### src/rtl/sim_dsp_simd_mac_if.sv
// sim_dsp_simd_mac_if
//  Sample/result bundle for the SIMD multiply/MAC datapath.
//  master: stimulus side (drives samples, observes results)
//  slave : datapath side (accepts samples, drives results)
//  in_valid/mode_acc/signed_en/acc_clr : per-sample controls
//  a, b      : packed lane operands, lane i at [i*W +: W]
//  out_valid : z carries a sample result this cycle
//  z         : packed lane results
//  ovf       : per-lane sticky accumulate-overflow flags
`timescale 1ns/1ps
interface sim_dsp_simd_mac_if #(
   parameter int LANES   = 2,
   parameter int A_WIDTH = 10,
   parameter int B_WIDTH = 9,
   parameter int Z_WIDTH = 19
);
   logic                       in_valid;
   logic                       mode_acc;
   logic                       signed_en;
   logic                       acc_clr;
   logic [LANES*A_WIDTH-1:0]   a;
   logic [LANES*B_WIDTH-1:0]   b;
   logic                       out_valid;
   logic [LANES*Z_WIDTH-1:0]   z;
   logic [LANES-1:0]           ovf;

   modport master (
      output in_valid, mode_acc, signed_en, acc_clr, a, b,
      input  out_valid, z, ovf
   );

   modport slave (
      input  in_valid, mode_acc, signed_en, acc_clr, a, b,
      output out_valid, z, ovf
   );
endinterface

### src/rtl/sim_dsp_simd_mac.sv
// sim_dsp_simd_mac
//  N-lane SIMD multiply / multiply-accumulate datapath with PIPE-cycle
//  latency, signed/unsigned operands, per-lane accumulator and sticky
//  overflow flag.
//  clk     : clock, all state on posedge
//  reset_n : asynchronous active-low reset
//  bus     : sim_dsp_simd_mac_if.slave (samples in, results out)
`timescale 1ns/1ps

// One lane: stage-1 multiply/accumulate plus the result delay line.
module sim_dsp_simd_mac_lane #(
   parameter int A_WIDTH = 10,
   parameter int B_WIDTH = 9,
   parameter int Z_WIDTH = 19,
   parameter int PIPE    = 1
) (
   input  logic               clk,
   input  logic               reset_n,
   input  logic [PIPE-1:0]    vld,        // vld[k]: stage k holds a sample (vld[0] = in_valid)
   input  logic               mode_acc,
   input  logic               signed_en,
   input  logic               acc_clr,
   input  logic [A_WIDTH-1:0] a,
   input  logic [B_WIDTH-1:0] b,
   output logic [Z_WIDTH-1:0] z,
   output logic               ovf
);
   logic [Z_WIDTH-1:0] ae, be, p, r, acc, acc_d;
   logic [Z_WIDTH:0]   sum;
   logic               ovf_d, add_ovf;
   logic [Z_WIDTH-1:0] r_pipe [1:PIPE];

   // Operands extended to full result width, so the truncated product is
   // already correct in two's complement for the signed case.
   assign ae  = signed_en ? {{(Z_WIDTH-A_WIDTH){a[A_WIDTH-1]}}, a}
                          : {{(Z_WIDTH-A_WIDTH){1'b0}}, a};
   assign be  = signed_en ? {{(Z_WIDTH-B_WIDTH){b[B_WIDTH-1]}}, b}
                          : {{(Z_WIDTH-B_WIDTH){1'b0}}, b};
   assign p   = ae * be;
   assign sum = {1'b0, acc} + {1'b0, p};

   // Unsigned: carry out. Signed: same-sign addends, result sign flipped.
   assign add_ovf = signed_en ? ((acc[Z_WIDTH-1] == p[Z_WIDTH-1]) &&
                                 (sum[Z_WIDTH-1] != acc[Z_WIDTH-1]))
                              : sum[Z_WIDTH];

   always_comb begin
      r     = p;
      acc_d = acc;
      ovf_d = ovf;
      if (vld[0] && mode_acc && !acc_clr) begin
         r     = sum[Z_WIDTH-1:0];
         acc_d = sum[Z_WIDTH-1:0];
         ovf_d = ovf | add_ovf;
      end else if (vld[0] && mode_acc && acc_clr) begin
         acc_d = p;
         ovf_d = 1'b0;
      end else if (acc_clr) begin
         // covers multiply-only with clear and a clear with no sample
         acc_d = '0;
         ovf_d = 1'b0;
      end
   end

   always_ff @(posedge clk or negedge reset_n) begin
      if (!reset_n) begin
         acc <= '0;
         ovf <= 1'b0;
         for (int k = 1; k <= PIPE; k++) r_pipe[k] <= '0;
      end else begin
         acc <= acc_d;
         ovf <= ovf_d;
         // Stages load only behind a valid sample, so z holds between results.
         if (vld[0]) r_pipe[1] <= r;
         for (int k = 2; k <= PIPE; k++)
            if (vld[k-1]) r_pipe[k] <= r_pipe[k-1];
      end
   end

   assign z = r_pipe[PIPE];
endmodule

module sim_dsp_simd_mac #(
   parameter int LANES   = 2,
   parameter int A_WIDTH = 10,
   parameter int B_WIDTH = 9,
   parameter int Z_WIDTH = 19,
   parameter int PIPE    = 1
) (
   input  logic              clk,
   input  logic              reset_n,
   sim_dsp_simd_mac_if.slave bus
);
   if (Z_WIDTH < A_WIDTH + B_WIDTH) begin : g_bad_z
      $error("sim_dsp_simd_mac: Z_WIDTH must be >= A_WIDTH+B_WIDTH");
   end
   if (PIPE < 1 || PIPE > 3) begin : g_bad_pipe
      $error("sim_dsp_simd_mac: PIPE must be 1..3");
   end
   if (LANES < 1) begin : g_bad_lanes
      $error("sim_dsp_simd_mac: LANES must be >= 1");
   end

   logic [PIPE:0] vld_pipe;

   assign vld_pipe[0] = bus.in_valid;

   always_ff @(posedge clk or negedge reset_n) begin
      if (!reset_n) vld_pipe[PIPE:1] <= '0;
      else          vld_pipe[PIPE:1] <= vld_pipe[PIPE-1:0];
   end

   assign bus.out_valid = vld_pipe[PIPE];

   for (genvar i = 0; i < LANES; i++) begin : g_lane
      sim_dsp_simd_mac_lane #(
         .A_WIDTH (A_WIDTH),
         .B_WIDTH (B_WIDTH),
         .Z_WIDTH (Z_WIDTH),
         .PIPE    (PIPE)
      ) u_lane (
         .clk       (clk),
         .reset_n   (reset_n),
         .vld       (vld_pipe[PIPE-1:0]),
         .mode_acc  (bus.mode_acc),
         .signed_en (bus.signed_en),
         .acc_clr   (bus.acc_clr),
         .a         (bus.a[i*A_WIDTH +: A_WIDTH]),
         .b         (bus.b[i*B_WIDTH +: B_WIDTH]),
         .z         (bus.z[i*Z_WIDTH +: Z_WIDTH]),
         .ovf       (bus.ovf[i])
      );
   end
endmodule

### src/flat_wrapper.sv
// flat-port wrapper written by rule: the top's interface ports become plain ports
module sim_dsp_simd_mac_flat 
#(
   parameter int LANES   = 2,
   parameter int A_WIDTH = 10,
   parameter int B_WIDTH = 9,
   parameter int Z_WIDTH = 19,
   parameter int PIPE    = 1
)
  (clk, reset_n, bus_in_valid, bus_mode_acc, bus_signed_en, bus_acc_clr, bus_a, bus_b, bus_out_valid, bus_z, bus_ovf);
  sim_dsp_simd_mac_if #(.LANES(LANES), .A_WIDTH(A_WIDTH), .B_WIDTH(B_WIDTH), .Z_WIDTH(Z_WIDTH)) bus_i ();
  input  logic clk;
  input  logic reset_n;
  input wire logic [$bits(bus_i.in_valid)-1:0] bus_in_valid;
  input wire logic [$bits(bus_i.mode_acc)-1:0] bus_mode_acc;
  input wire logic [$bits(bus_i.signed_en)-1:0] bus_signed_en;
  input wire logic [$bits(bus_i.acc_clr)-1:0] bus_acc_clr;
  input wire logic [$bits(bus_i.a)-1:0] bus_a;
  input wire logic [$bits(bus_i.b)-1:0] bus_b;
  output wire logic [$bits(bus_i.out_valid)-1:0] bus_out_valid;
  output wire logic [$bits(bus_i.z)-1:0] bus_z;
  output wire logic [$bits(bus_i.ovf)-1:0] bus_ovf;
  assign bus_i.in_valid = bus_in_valid;
  assign bus_i.mode_acc = bus_mode_acc;
  assign bus_i.signed_en = bus_signed_en;
  assign bus_i.acc_clr = bus_acc_clr;
  assign bus_i.a = bus_a;
  assign bus_i.b = bus_b;
  assign bus_out_valid = bus_i.out_valid;
  assign bus_z = bus_i.z;
  assign bus_ovf = bus_i.ovf;
  sim_dsp_simd_mac #(.LANES(LANES), .A_WIDTH(A_WIDTH), .B_WIDTH(B_WIDTH), .Z_WIDTH(Z_WIDTH), .PIPE(PIPE)) u_core (.clk(clk), .reset_n(reset_n), .bus(bus_i));
endmodule
### config.mk
export PLATFORM = sky130hd
export DESIGN_NAME = sim_dsp_simd_mac_flat
export DESIGN_NICKNAME = d
export VERILOG_FILES = /design/src/rtl/sim_dsp_simd_mac_if.sv /design/src/rtl/sim_dsp_simd_mac.sv /design/src/flat_wrapper.sv
export SDC_FILE = /design/constraint.sdc
export NUM_CORES = 1
export LEC_CHECK = 0
export CAP_MARGIN = 10
export CORE_UTILIZATION = 50
export DETAILED_ROUTE_END_ITERATION = 16
export DONT_BUFFER_PORTS = 1
export GPL_TIMING_DRIVEN = 0
export PLACE_DENSITY = 0.64
export SYNTH_ARGS = -nofsm -noshare
export SYNTH_HDL_FRONTEND = slang
export SYNTH_HIERARCHICAL = 1
export SYNTH_SLANG_ARGS = --single-unit
### constraint.sdc
create_clock -name clk -period 4.8 [get_ports clk]
set_input_delay 1.44 -clock clk [delete_from_list [all_inputs] [get_ports clk]]
set_output_delay 1.44 -clock clk [all_outputs]
set_load 0.02 [all_outputs]
==> impl_metrics.env <==
export IMPL_rsz0062_at_grt="yes"
export IMPL_path_buf_inv=4
export IMPL_fp_row_count=63
export IMPL_firstDrtPassIters=5
export IMPL_vias=12200
export IMPL_cts_htree_levels=3
export IMPL_cts_root_buf="clkbuf_16"
export IMPL_fmax_mhz=134
export IMPL_gp_congestion=0.880
export IMPL_cts_buffers=9
export IMPL_die_area_mm2=0.0313
export IMPL_period_needed_ns=7.44
export IMPL_setup_ws_ns=-2.64
export IMPL_clock_latency_ns=0.35
export IMPL_grt_max_degree=80
export IMPL_violations="negative setup slack"
export IMPL_worst_pin_slew_ns=0.955
export IMPL_status="finished, violations left"
export IMPL_io_pins=85
export IMPL_vias_per_cell=5.39
export IMPL_dpl_hpwl_mm=29.9
export IMPL_drc=0
export IMPL_grt_antenna_before_repair=0
export IMPL_crit_required_ns=4.99
export IMPL_cts_sinks=79
export IMPL_netlist_area_mm2=0.0153
export IMPL_synth_edf_count=0
export IMPL_hold_violations=0
export IMPL_worstSetupPathType="in2reg"
export IMPL_fin_crit_sh_pct=155
export IMPL_grt_use_total_pct=26.4
export IMPL_port_buffers=0
export IMPL_ys_flop_type="dfrtp_1"
export IMPL_slew_violations=0
export IMPL_worst_path_max_fanout=10
export IMPL_skew_ns=0.0105
export IMPL_initial_core_util_pct=51.1
export IMPL_yosysUniqueCellTypes=74
export IMPL_drtAntennaViolNets=0
export IMPL_final_common_cell="inv_1"
export IMPL_dpl_cell_area_mm2=0.0167
export IMPL_die_w_um=177
export IMPL_avgRoutedWirePerCell_um=17.8
export IMPL_core_area_mm2=0.0299
export IMPL_hold_path_class="reg2reg"
export IMPL_area_growth_pct=27.8
export IMPL_finalSetupViolCount=58
export IMPL_cp_top_family="adder cells"
export IMPL_drt_initial_drc_count=626
export IMPL_synth_fp_nets=2171
export IMPL_cp_arrival_ns=7.63
export IMPL_final_cell_mix="inv_1 (327), fa_1 (205), nand2_1 (122)"
export IMPL_cp_end_kind="register"
export IMPL_cts_tree="done"
export IMPL_critical_path_max_stage_delay_ns=0.61
export IMPL_fp_dieH_um=177
export IMPL_whs_ns=0.538
export IMPL_drv_cap=0
export IMPL_cp_start_kind="input port"
export IMPL_relSlewSlack_pct=36.1
export IMPL_cp_slowest_cell="fa_2"
export IMPL_syn_area_per_cell_um2=8.80
export IMPL_antenna_cells=0
export IMPL_wl_mm=40.2
export IMPL_grt_pass1_vias=13100
export IMPL_ys_seq_area_share_pct=12.9
export IMPL_final_area_mm2=0.0195
export IMPL_yosys_warnings=6
export IMPL_clkTransAtPathRegs_ns=0.06
export IMPL_cts_buffer_depth=2
export IMPL_syn_inst=1737
export IMPL_drive_gt1_share_pct=26.6
export IMPL_ys_async_sr_fraction_pct=100
export IMPL_yosys_register_bits=79
export IMPL_gr_total_overflow=0
export IMPL_crit_top_cell="fa_1"
export IMPL_cts_hold_buffers=0
export IMPL_grt_pass1_wl_mm=65.4
export IMPL_fin_nets=2295
## worst paths after layout
check | from | to | slack, ns | cells after the start
worst min register to register | u_core/g_lane[1].u_lane/acc[2] | u_core/g_lane[1].u_lane/acc[2] | 0.54 | 2
worst max-delay path | bus_signed_en | u_core/g_lane[0].u_lane/acc[18] | -2.64 | 25
min in group asynchronous | reset_n | u_core/g_lane[1].u_lane/z[17] | 0.78 | 0
max in group asynchronous | reset_n | u_core/g_lane[1].u_lane/acc[13] | 3.90 | 0
worst max register to register | u_core/g_lane[1].u_lane/acc[0] | u_core/g_lane[1].u_lane/ovf | 1.80 | 10
worst min-delay path | u_core/g_lane[1].u_lane/acc[2] | u_core/g_lane[1].u_lane/acc[2] | 0.54 | 2
## synth_stat cells (4+ instances only)
| library cell | instances | area [µm²] |
|---|---|---|
| o21bai_1 | 6 | 45.0 |
| a31oi_1 | 6 | 37.5 |
| a21o_1 | 18 | 135 |
| xnor2_1 | 76 | 666 |
| o21ai_1 | 8 | 40.0 |
| and3_1 | 24 | 150 |
| o31ai_1 | 4 | 30.0 |
| or3_1 | 6 | 37.5 |
| inv_1 | 364 | 1370 |
| nor3_1 | 10 | 50.1 |
| dfrtp_1 | 79 | 1980 |
| a22o_1 | 4 | 35.0 |
| ha_1 | 174 | 2180 |
| clkbuf_1 | 62 | 233 |
| mux2i_1 | 16 | 160 |
| o21a_1 | 7 | 52.6 |
| nand2b_1 | 7 | 43.8 |
| nand2_1 | 145 | 544 |
| a21oi_1 | 80 | 400 |
| fa_1 | 216 | 4320 |
| o211ai_1 | 4 | 30.0 |
| xor2_1 | 31 | 272 |
| a211oi_1 | 9 | 67.6 |
| o21ai_0 | 46 | 230 |
| and2_1 | 140 | 876 |
| nand3_1 | 15 | 75.1 |
| nor2_1 | 73 | 274 |
| o22ai_1 | 35 | 219 |
## cell type report
| class | instances | area, µm² |
|---|---|---|
| Multi-Input combinational cell | 1221 | 13800 |
| Fill cell | 2388 | 10300 |
| Sequential cell | 79 | 1980 |
| Inverter | 365 | 1380 |
| Timing Repair Buffer | 115 | 980 |
| Buffer | 70 | 666 |
| Tap cell | 390 | 488 |
| Clock buffer | 11 | 233 |
| Clock inverter | 5 | 58.8 |
## repair_timing
action | CTS | global route
cloned | 0 | 1
setup buffers | 83 | 36
setup endpoints to repair | 59 | 59
pin swaps | 154 | 127
resized for setup | 199 | 156
## registers in the layout (all words and copies together) (netlist names)
register                  cells
u_core/bus.out_valid          1
u_core/g_lane.u_lane/acc     38
u_core/g_lane.u_lane/z       38
u_core/g_lane.u_lane/ovf      2
## metrics by stage
step | setup slack [ns] | utilization, % | setup TNS [ns] | instances
detailed placement | -3.60 | 55.8 | -139.68 | 2127
floorplan | -2.78 | - | -105.79 | 1737
global route | -2.86 | 65.4 | -113.71 | 2256
CTS | -2.61 | 62.3 | -102.81 | 2224
global placement | -3.51 | 55.8 | -137.17 | 2127
finish | -2.64 | 65.4 | -102.87 | 2256
## metal layers
metal,GRT usage (%),share of wire [%],vias up
met2,48.3,53,244
met5,0,0,-
met4,6.25,1.9,0
li1,-,-,5739
met3,3.87,4.2,56
met1,32.3,41,6123
## worst reg2reg max path: stages, from the launching register on
cell and delay [ns]:
dfrtp_1 0.38, ha_1 0.25, fa_1 0.47, a211oi_1 0.34
o21ai_2 0.16, o221a_4 0.29, a21bo_4 0.24, a211oi_4 0.32
xnor2_1 0.12, a211oi_1 0.21, a211oi_1 0.07
## cell families after synthesis
group,synth area share (%)
multiplexers,1.12
AND/OR/NAND/NOR,14.0
flip-flops,12.9
adder cells (fa/ha/maj),42.6
AO/OA/AOI/OAI,12.1
XOR/XNOR,6.43
buffers and inverters,10.9
Power is left out: the tool's default activity adds up to more than one toggle a clock period on the data nets, which glitch-free logic cannot reach.
